**src/rtl/nds_fifo_ptr.sv**
```systemverilog
// Mod-DEPTH wrap counter used for the FIFO read and write pointers.
// Wraps from DEPTH-1 back to 0 by compare, so DEPTH need not be a power of two.
module nds_fifo_ptr #(
    parameter int DEPTH  = 4,
    parameter int ADDR_W = $clog2(DEPTH)
) (
    input  logic              clk,
    input  logic              reset_n,
    input  logic              clr,
    input  logic              inc,
    output logic [ADDR_W-1:0] ptr
);

    localparam logic [ADDR_W-1:0] LAST = ADDR_W'(DEPTH - 1);

    // Pointer register: clear dominates increment; wrap explicitly at LAST.
    always_ff @(posedge clk or negedge reset_n) begin
        if (!reset_n) begin
            ptr <= '0;
        end else if (clr) begin
            ptr <= '0;
        end else if (inc) begin
            ptr <= (ptr == LAST) ? '0 : ptr + ADDR_W'(1);
        end
    end

endmodule

```
**src/rtl/nds_sync_fifo.sv**
```systemverilog
// Single-clock first-word-fall-through FIFO with occupancy count,
// almost-full/almost-empty thresholds, synchronous flush and registered
// overflow/underflow pulses. Full/empty come from the count, never from
// pointer comparison, so any DEPTH in 2..256 works.
module nds_sync_fifo #(
    parameter int DATA_WIDTH   = 32,
    parameter int DEPTH        = 4,
    parameter int AFULL_LEVEL  = DEPTH - 1,
    parameter int AEMPTY_LEVEL = 1,
    parameter int CNT_W        = $clog2(DEPTH + 1)
) (
    input  logic                  clk,
    input  logic                  reset_n,
    input  logic                  flush,
    input  logic                  wr,
    input  logic [DATA_WIDTH-1:0] wr_data,
    input  logic                  rd,
    output logic [DATA_WIDTH-1:0] rd_data,
    output logic                  empty,
    output logic                  full,
    output logic                  almost_empty,
    output logic                  almost_full,
    output logic [CNT_W-1:0]      count,
    output logic                  overflow,
    output logic                  underflow
);

    localparam int ADDR_W = $clog2(DEPTH);

    // Elaboration-time parameter legality checks; they produce no hardware.
    if (DEPTH < 2 || DEPTH > 256) begin : g_bad_depth
        $error("nds_sync_fifo: DEPTH must be in 2..256");
    end
    if (AFULL_LEVEL < 1 || AFULL_LEVEL > DEPTH) begin : g_bad_afull
        $error("nds_sync_fifo: AFULL_LEVEL must be in 1..DEPTH");
    end
    if (AEMPTY_LEVEL < 0 || AEMPTY_LEVEL > DEPTH - 1) begin : g_bad_aempty
        $error("nds_sync_fifo: AEMPTY_LEVEL must be in 0..DEPTH-1");
    end

    logic [DATA_WIDTH-1:0] mem [DEPTH];
    logic [ADDR_W-1:0]     wr_ptr;
    logic [ADDR_W-1:0]     rd_ptr;
    logic                  wr_acc;
    logic                  rd_acc;

    // Flush suppresses both accepts so nothing moves in a flush cycle.
    assign rd_acc = rd & ~empty & ~flush;
    assign wr_acc = wr & (~full | rd_acc) & ~flush;

    // Status flags decode only the registered count.
    assign empty        = (count == '0);
    assign full         = (count == CNT_W'(DEPTH));
    assign almost_empty = (count <= CNT_W'(AEMPTY_LEVEL));
    assign almost_full  = (count >= CNT_W'(AFULL_LEVEL));

    // First-word-fall-through: the head entry is always on rd_data.
    assign rd_data = mem[rd_ptr];

    nds_fifo_ptr #(.DEPTH(DEPTH), .ADDR_W(ADDR_W)) u_wr_ptr (
        .clk     (clk),
        .reset_n (reset_n),
        .clr     (flush),
        .inc     (wr_acc),
        .ptr     (wr_ptr)
    );

    nds_fifo_ptr #(.DEPTH(DEPTH), .ADDR_W(ADDR_W)) u_rd_ptr (
        .clk     (clk),
        .reset_n (reset_n),
        .clr     (flush),
        .inc     (rd_acc),
        .ptr     (rd_ptr)
    );

    // Storage write; contents are intentionally not reset.
    always_ff @(posedge clk) begin
        if (wr_acc) begin
            mem[wr_ptr] <= wr_data;
        end
    end

    // Occupancy count: simultaneous accept leaves it unchanged.
    always_ff @(posedge clk or negedge reset_n) begin
        if (!reset_n) begin
            count <= '0;
        end else if (flush) begin
            count <= '0;
        end else begin
            case ({wr_acc, rd_acc})
                2'b10:   count <= count + CNT_W'(1);
                2'b01:   count <= count - CNT_W'(1);
                default: count <= count;
            endcase
        end
    end

    // Error pulses, one cycle after the rejected request; silent on flush.
    always_ff @(posedge clk or negedge reset_n) begin
        if (!reset_n) begin
            overflow  <= 1'b0;
            underflow <= 1'b0;
        end else begin
            overflow  <= ~flush & wr & ~wr_acc;
            underflow <= ~flush & rd & empty;
        end
    end

endmodule

```
**config.mk**
```make
export PLATFORM = sky130hd
export DESIGN_NAME = nds_sync_fifo
export DESIGN_NICKNAME = d
export VERILOG_FILES = /design/src/rtl/nds_fifo_ptr.sv /design/src/rtl/nds_sync_fifo.sv
export SDC_FILE = /design/constraint.sdc
export NUM_CORES = 1
export LEC_CHECK = 0
export ABC_AREA = 1
export BUFFER_PORTS_ARGS = -buffer_cell sky130_fd_sc_hd__buf_2
export CAP_MARGIN = 30
export CELL_PAD_IN_SITES_DETAIL_PLACEMENT = 0
export CELL_PAD_IN_SITES_GLOBAL_PLACEMENT = 1
export CORE_ASPECT_RATIO = 1.25
export CORE_MARGIN = 3
export CORE_UTILIZATION = 30
export CTS_BUF_LIST = sky130_fd_sc_hd__clkbuf_4
export DETAILED_ROUTE_END_ITERATION = 8
export PLACE_DENSITY_LB_ADDON = 0.1
export SYNTH_ARGS = -nofsm -noshare
export SYNTH_HDL_FRONTEND = slang
export SYNTH_HIERARCHICAL = 1
export SYNTH_SLANG_ARGS = --single-unit
```
**constraint.sdc**
```tcl
create_clock -name clk -period 4 [get_ports clk]
set_input_delay 0.2 -clock clk [delete_from_list [all_inputs] [get_ports clk]]
set_output_delay 0.2 -clock clk [all_outputs]
set_load 0.02 [all_outputs]
```
-- Yosys cells after proc, flatten, opt, wreduce, memory -nomap -nowiden
Memory sizes are Yosys's and may differ from the RTL's.
Index checks and enable logic that the tools add are counted.
- add/subtract/negate cells: 4
- magnitude comparators: 2
- equality and inequality tests: 5
- mux-type cells: 10
- bitwise operators: 13
- reduce and logical (&&, ||, !) cells: 4
- operators with widths (kind ; number):
    two-way mux 2 bit ; 6
    bitwise AND 1 bit ; 8
    == test 2 bit (second input constant) ; 3
    one-hot mux 3 bit (2 select lines) ; 1
    adder 2 x 1 -> 2 bit (second input constant) ; 2
    inverter 1 bit ; 4
    nonzero test 2 bit ; 2
    adder 3 x 1 -> 3 bit (second input constant) ; 1
    == test 3 bit (second input constant) ; 1
    greater-or-equal comparator 3 x 2 -> 1 bit (second input constant) ; 1
    <= comparator 3 x 1 -> 1 bit (second input constant) ; 1
    zero test 3 bit ; 1
    two-way mux 3 bit ; 1
    nonzero test 3 bit ; 1
    subtractor 3 x 1 -> 3 bit (second input constant) ; 1
    == test 2 x 1 -> 1 bit (second input constant) ; 1
    two-way mux 1 bit ; 2
    OR 1 bit ; 1
- bits in registers: 9
- bits in writable memories: 128
- output and inout bits: 41
- word-level logic and storage cells: 44
- memories kept: 1
- memories (name ; depth ; bits a word ; rd ports ; clocked after memory_dff ; write ports ; line ; RTL):
    mem ; 4 ; 32 ; 1 ; 0 ; 1 ; nds_sync_fifo.sv:41 ; logic [DATA_WIDTH-1:0] mem [DEPTH];

-- Longest topological paths before layout
- word-level depth: 10
- depth in mapped cells: 10
- mapped depth without buffers: 10

-- By module
The synthesis kept the hierarchy.
- modules (own cells, without submodules) (module ; instances ; cells each ; area an instance (um2)):
    nds_sync_fifo ; 1 ; 363 ; 5128.7
    nds_fifo_ptr ; 2 ; 12 ; 101.3

-- Worst setup path after synthesis
No wires, ideal clock.
- path kind: register -> register
- start: register count[0]
- end: memory mem[1][0], enable pin
- setup time: 0.461 ns
- arrival time: 3.403 ns
- slack: 0.136 ns
- stages on the path, launching flop included: 8
- buffers on the path: 0
- clock period less this slack: 3.864 ns
- cells stage by stage: dfrtp_1 inv_1 ha_1 nand2_1 inv_2 nand2_4 nand2_1 nor3_1
- RTL lines (what ; line ; RTL):
    from (decl) ; nds_sync_fifo.sv:23 ; output logic [CNT_W-1:0] count,
    from (signal assigned) ; nds_sync_fifo.sv:91 ; 2'b10: count <= count + CNT_W'(1);
    from (signal assigned) ; nds_sync_fifo.sv:92 ; 2'b01: count <= count - CNT_W'(1);
    from (signal assigned) ; nds_sync_fifo.sv:93 ; default: count <= count;
    == test 3 bit ; nds_sync_fifo.sv:53 ; assign full = (count == CNT_W'(DEPTH));
    named net full ; nds_sync_fifo.sv:20 ; output logic full,
    inverter 1 bit ; nds_sync_fifo.sv:49 ; assign wr_acc = wr & (~full | rd_acc) & ~flush;
    OR 1 bit ; nds_sync_fifo.sv:49 ;
    bitwise AND 1 bit (2 in series) ; nds_sync_fifo.sv:49 ;
    two-way mux 1 bit ; nds_sync_fifo.sv:78 ; if (wr_acc) begin
    two-way mux 1 bit (not written as such) ; nds_sync_fifo.sv:79 ; mem[wr_ptr] <= wr_data;
    to (decl) ; nds_sync_fifo.sv:41 ;
The timed path passes the listed nets, and every way through them passes these cells.

-- Final worst setup path
- start: register u_rd_ptr.ptr[0]
- end: output port rd_data[17]
- cells in the longest elaborated chain, start to end: 1
- ends and longest elaborated chain (what ; line ; RTL):
    from (decl) ; nds_fifo_ptr.sv:11 ; output logic [ADDR_W-1:0] ptr
    from (signal assigned) ; nds_fifo_ptr.sv:23 ; ptr <= (ptr == LAST) ? '0 : ptr + ADDR_W'(1);
    memory (4 x 32 bit) ; n/a ;
    to (decl) ; nds_sync_fifo.sv:18 ; output logic [DATA_WIDTH-1:0] rd_data,
No other way between the ends.

==> metrics.txt <==
status=finished clean; Ports=78; fin crit period=2580 ps; Cell variety after synth=24; die area=19,400 sq um; clk_skew=12.6 ps; element type at the critical path end=output pin; total setup buffers inserted after CTS=0; layout cells sized above 1=24.4%; clk buf depth=2; Power, Total=3.04 mW; met3 Use GR=3.74%; Leakage=2.45 nW; CP Data Required Time=3800 ps; Sw Pwr=0.883 mW; max incr delay on CP=590 ps; Final period util=64.5%; global-route usage over all layers=13.0%; Fillers=1,695; syn_nets=430; Wirelength per Cell=16.5 microns; Layout area overhead=23.7%; commonest non-fill, non-tap cells in the layout=edfxtp_1, buf_2, nor2_1, o21ai_0, dlygate4sd3_1; sequential share of the synthesized area=76.3%; # DRC=0; Post-DP HPWL=6.93 mm; CP max FO=49; htree depth=4; Root Buffer=clkbuf_4; sequential power share=54.1%; type of the worst setup path=flop to output pin; Cell Int Power=2.15 mW; CTS Buf Count=17; critical path's top delay family=buffers and inverters; vias in the first global route=3,587; Nets=552; Peak VDD IR=271 uV; Worst-path clk slew=110 ps; Setup Viol. Count Final=0; max-cap check violation count=0; worst skew pair latency=530 ps; setup TNS=0 ps; met2 usage=22.7%; Initial Util=31.2%; leading cell type in the layout, fill and taps excluded=edfxtp_1; # rows=53; WP buf/inv=3; mean instance size in the synthesized netlist=13.8 sq um; DRT Wirelength=12.2 mm; post_cts resized=0; via count=3,438; Worst Path Arrival=2380 ps; clock power share=25.5%; die width=125 microns; vias per cell=4.64; Net Sw Frac=29.1%; register bit total from synthesis=137; Congestion Overflow GR=0; largest net degree at the start of global routing=68; Slew HR=45.5%; crit start category=flop; CTS hold repair buffers=36; Max Slew Vio Count=0; CP Cell Sequence=inv_2, buf_4, nor2_1, o22ai_1, buf_2; combinational group share of total power=20.4%; GR Util met1=14.9%; design area=6600 sq um; antenna violations before repair=1; max frequency=0.388 GHz; RSZ-0062 raised after global routing=no; IO Port Bufs=77; Synth Cell Area=5330 sq um; hold crit path type=input pin to async pin; Synth warnings=6; Worst Tran Pin Value=816 ps; Area after DPL=6010 sq um; number of DRC markers in iteration 0=164; Core ar.=17,100 sq um; DRT Pass-1 Iters=4; GRT busiest layer=met2; CTS sink count=137; first-pass GRT wire length=19.1 mm; Critical Path Slowest Stage Cell=inv_2; CTS tree=built; Post-Synthesis Cells=387; Die H=155 microns; Hold Vio Cnt, Final=0; Power per Cell Area=460 nW/um^2; GP Congestion=0.688; DRT antenna net count=0
-- worst paths after layout --
path	start	to	slack, ps	depth (start not counted)
min reg2reg	count[0]	count[0]	610	2
max in group asynchronous	reset_n	u_rd_ptr/ptr[0]	3740	2
max reg2reg	count[0]	mem[2][18]	1850	8
max	u_rd_ptr/ptr[0]	rd_data[17]	1420	5
min in group clk	wr	count[0]	150	5
min	reset_n	count[1]	50	2
-- per-layer routing --
| metal | vias up | part of all wire (%) |
|---|---|---|
| li1 | 1671 | - |
| met1 | 1670 | 43 |
| met2 | 78 | 51 |
| met3 | 19 | 4.0 |
| met4 | 0 | 2.2 |
| met5 | - | 0 |
-- power by group through the flow --
stage / clock [mW] / combinational, mW / sequential [mW]
detailed placement: 0 / 0.604 / 1.68
global route: 0.865 / 0.682 / 1.65
floorplan: 0 / 0.373 / 1.69
CTS: 0.806 / 0.634 / 1.64
global placement: 0 / 0.601 / 1.67
finish: 0.774 / 0.618 / 1.64
-- cells in the mapped netlist, drive strengths merged --
| master | instances | area share (%) |
|---|---|---|
| clkbuf | 8 | 0.59 |
| ha | 6 | 1.4 |
| nor3 | 6 | 0.56 |
| nand3 | 8 | 1.1 |
| xor2 | 1 | 0.16 |
| edfxtp | 128 | 72 |
| buf | 11 | 1.2 |
| dfrtp | 9 | 4.2 |
| o21ai | 67 | 6.3 |
| inv | 17 | 1.2 |
| nor2 | 74 | 5.3 |
| nand4 | 3 | 0.63 |
| o22ai | 32 | 3.8 |
| nand2 | 17 | 1.5 |
-- cells by family (layout without fill, tap and decap cells) --
kind of cell	after synthesis	after routing	synth area share (%)
AOI/OAI and AO/OA	99	99	10.0
xor gates and xnor gates	1	1	0.164
buffers and inverters	36	169	2.96
other	0	1	0
DFF	137	137	76.3
and+or+nand+nor	108	108	9.11
adders and majority gates	6	6	1.41
-- layout make-up --
cell class | count | area, sq um | share of cell area, %
sequential | 137 | 4070 | 61.7
multi-input combinational | 214 | 1120 | 17.1
timing repair buffer | 122 | 833 | 12.6
tap | 220 | 275 | 4.17
clock buffer | 23 | 173 | 2.62
inverter | 17 | 63.8 | 0.967
clock inverter | 7 | 53.8 | 0.816
antenna | 1 | 2.50 | 0.0379
-- per-stage QoR --
stage          hold slack [ps]  setup slack [ps]  utilization [%]  std cells
2_1_floorplan            -95.6               136                -        387
5_1_grt                   21.8              1190             38.6        741
6_report                  46.1              1420             38.6        741
3_5_place_dp              83.2              1850             35.1        674
4_1_cts                   2.38              1320             38.5        740
3_3_place_gp              75.3              1880             34.9        673
-- worst register-to-register path, delay by kind of cell (launching register included) --
kind,cells,cell delay [ps]
buffers and inverters,3,620
AND/OR/NAND/NOR,4,450
flip-flops,1,420
adder cells (fa/ha/maj),1,250
-- sequential cells by signal (all words and copies together) (netlist names) --
register,count
u_rd_ptr/ptr,2
u_wr_ptr/ptr,2
count,3
overflow,1
mem,128
underflow,1
Note: power is estimated with default switching activity, not from simulation.
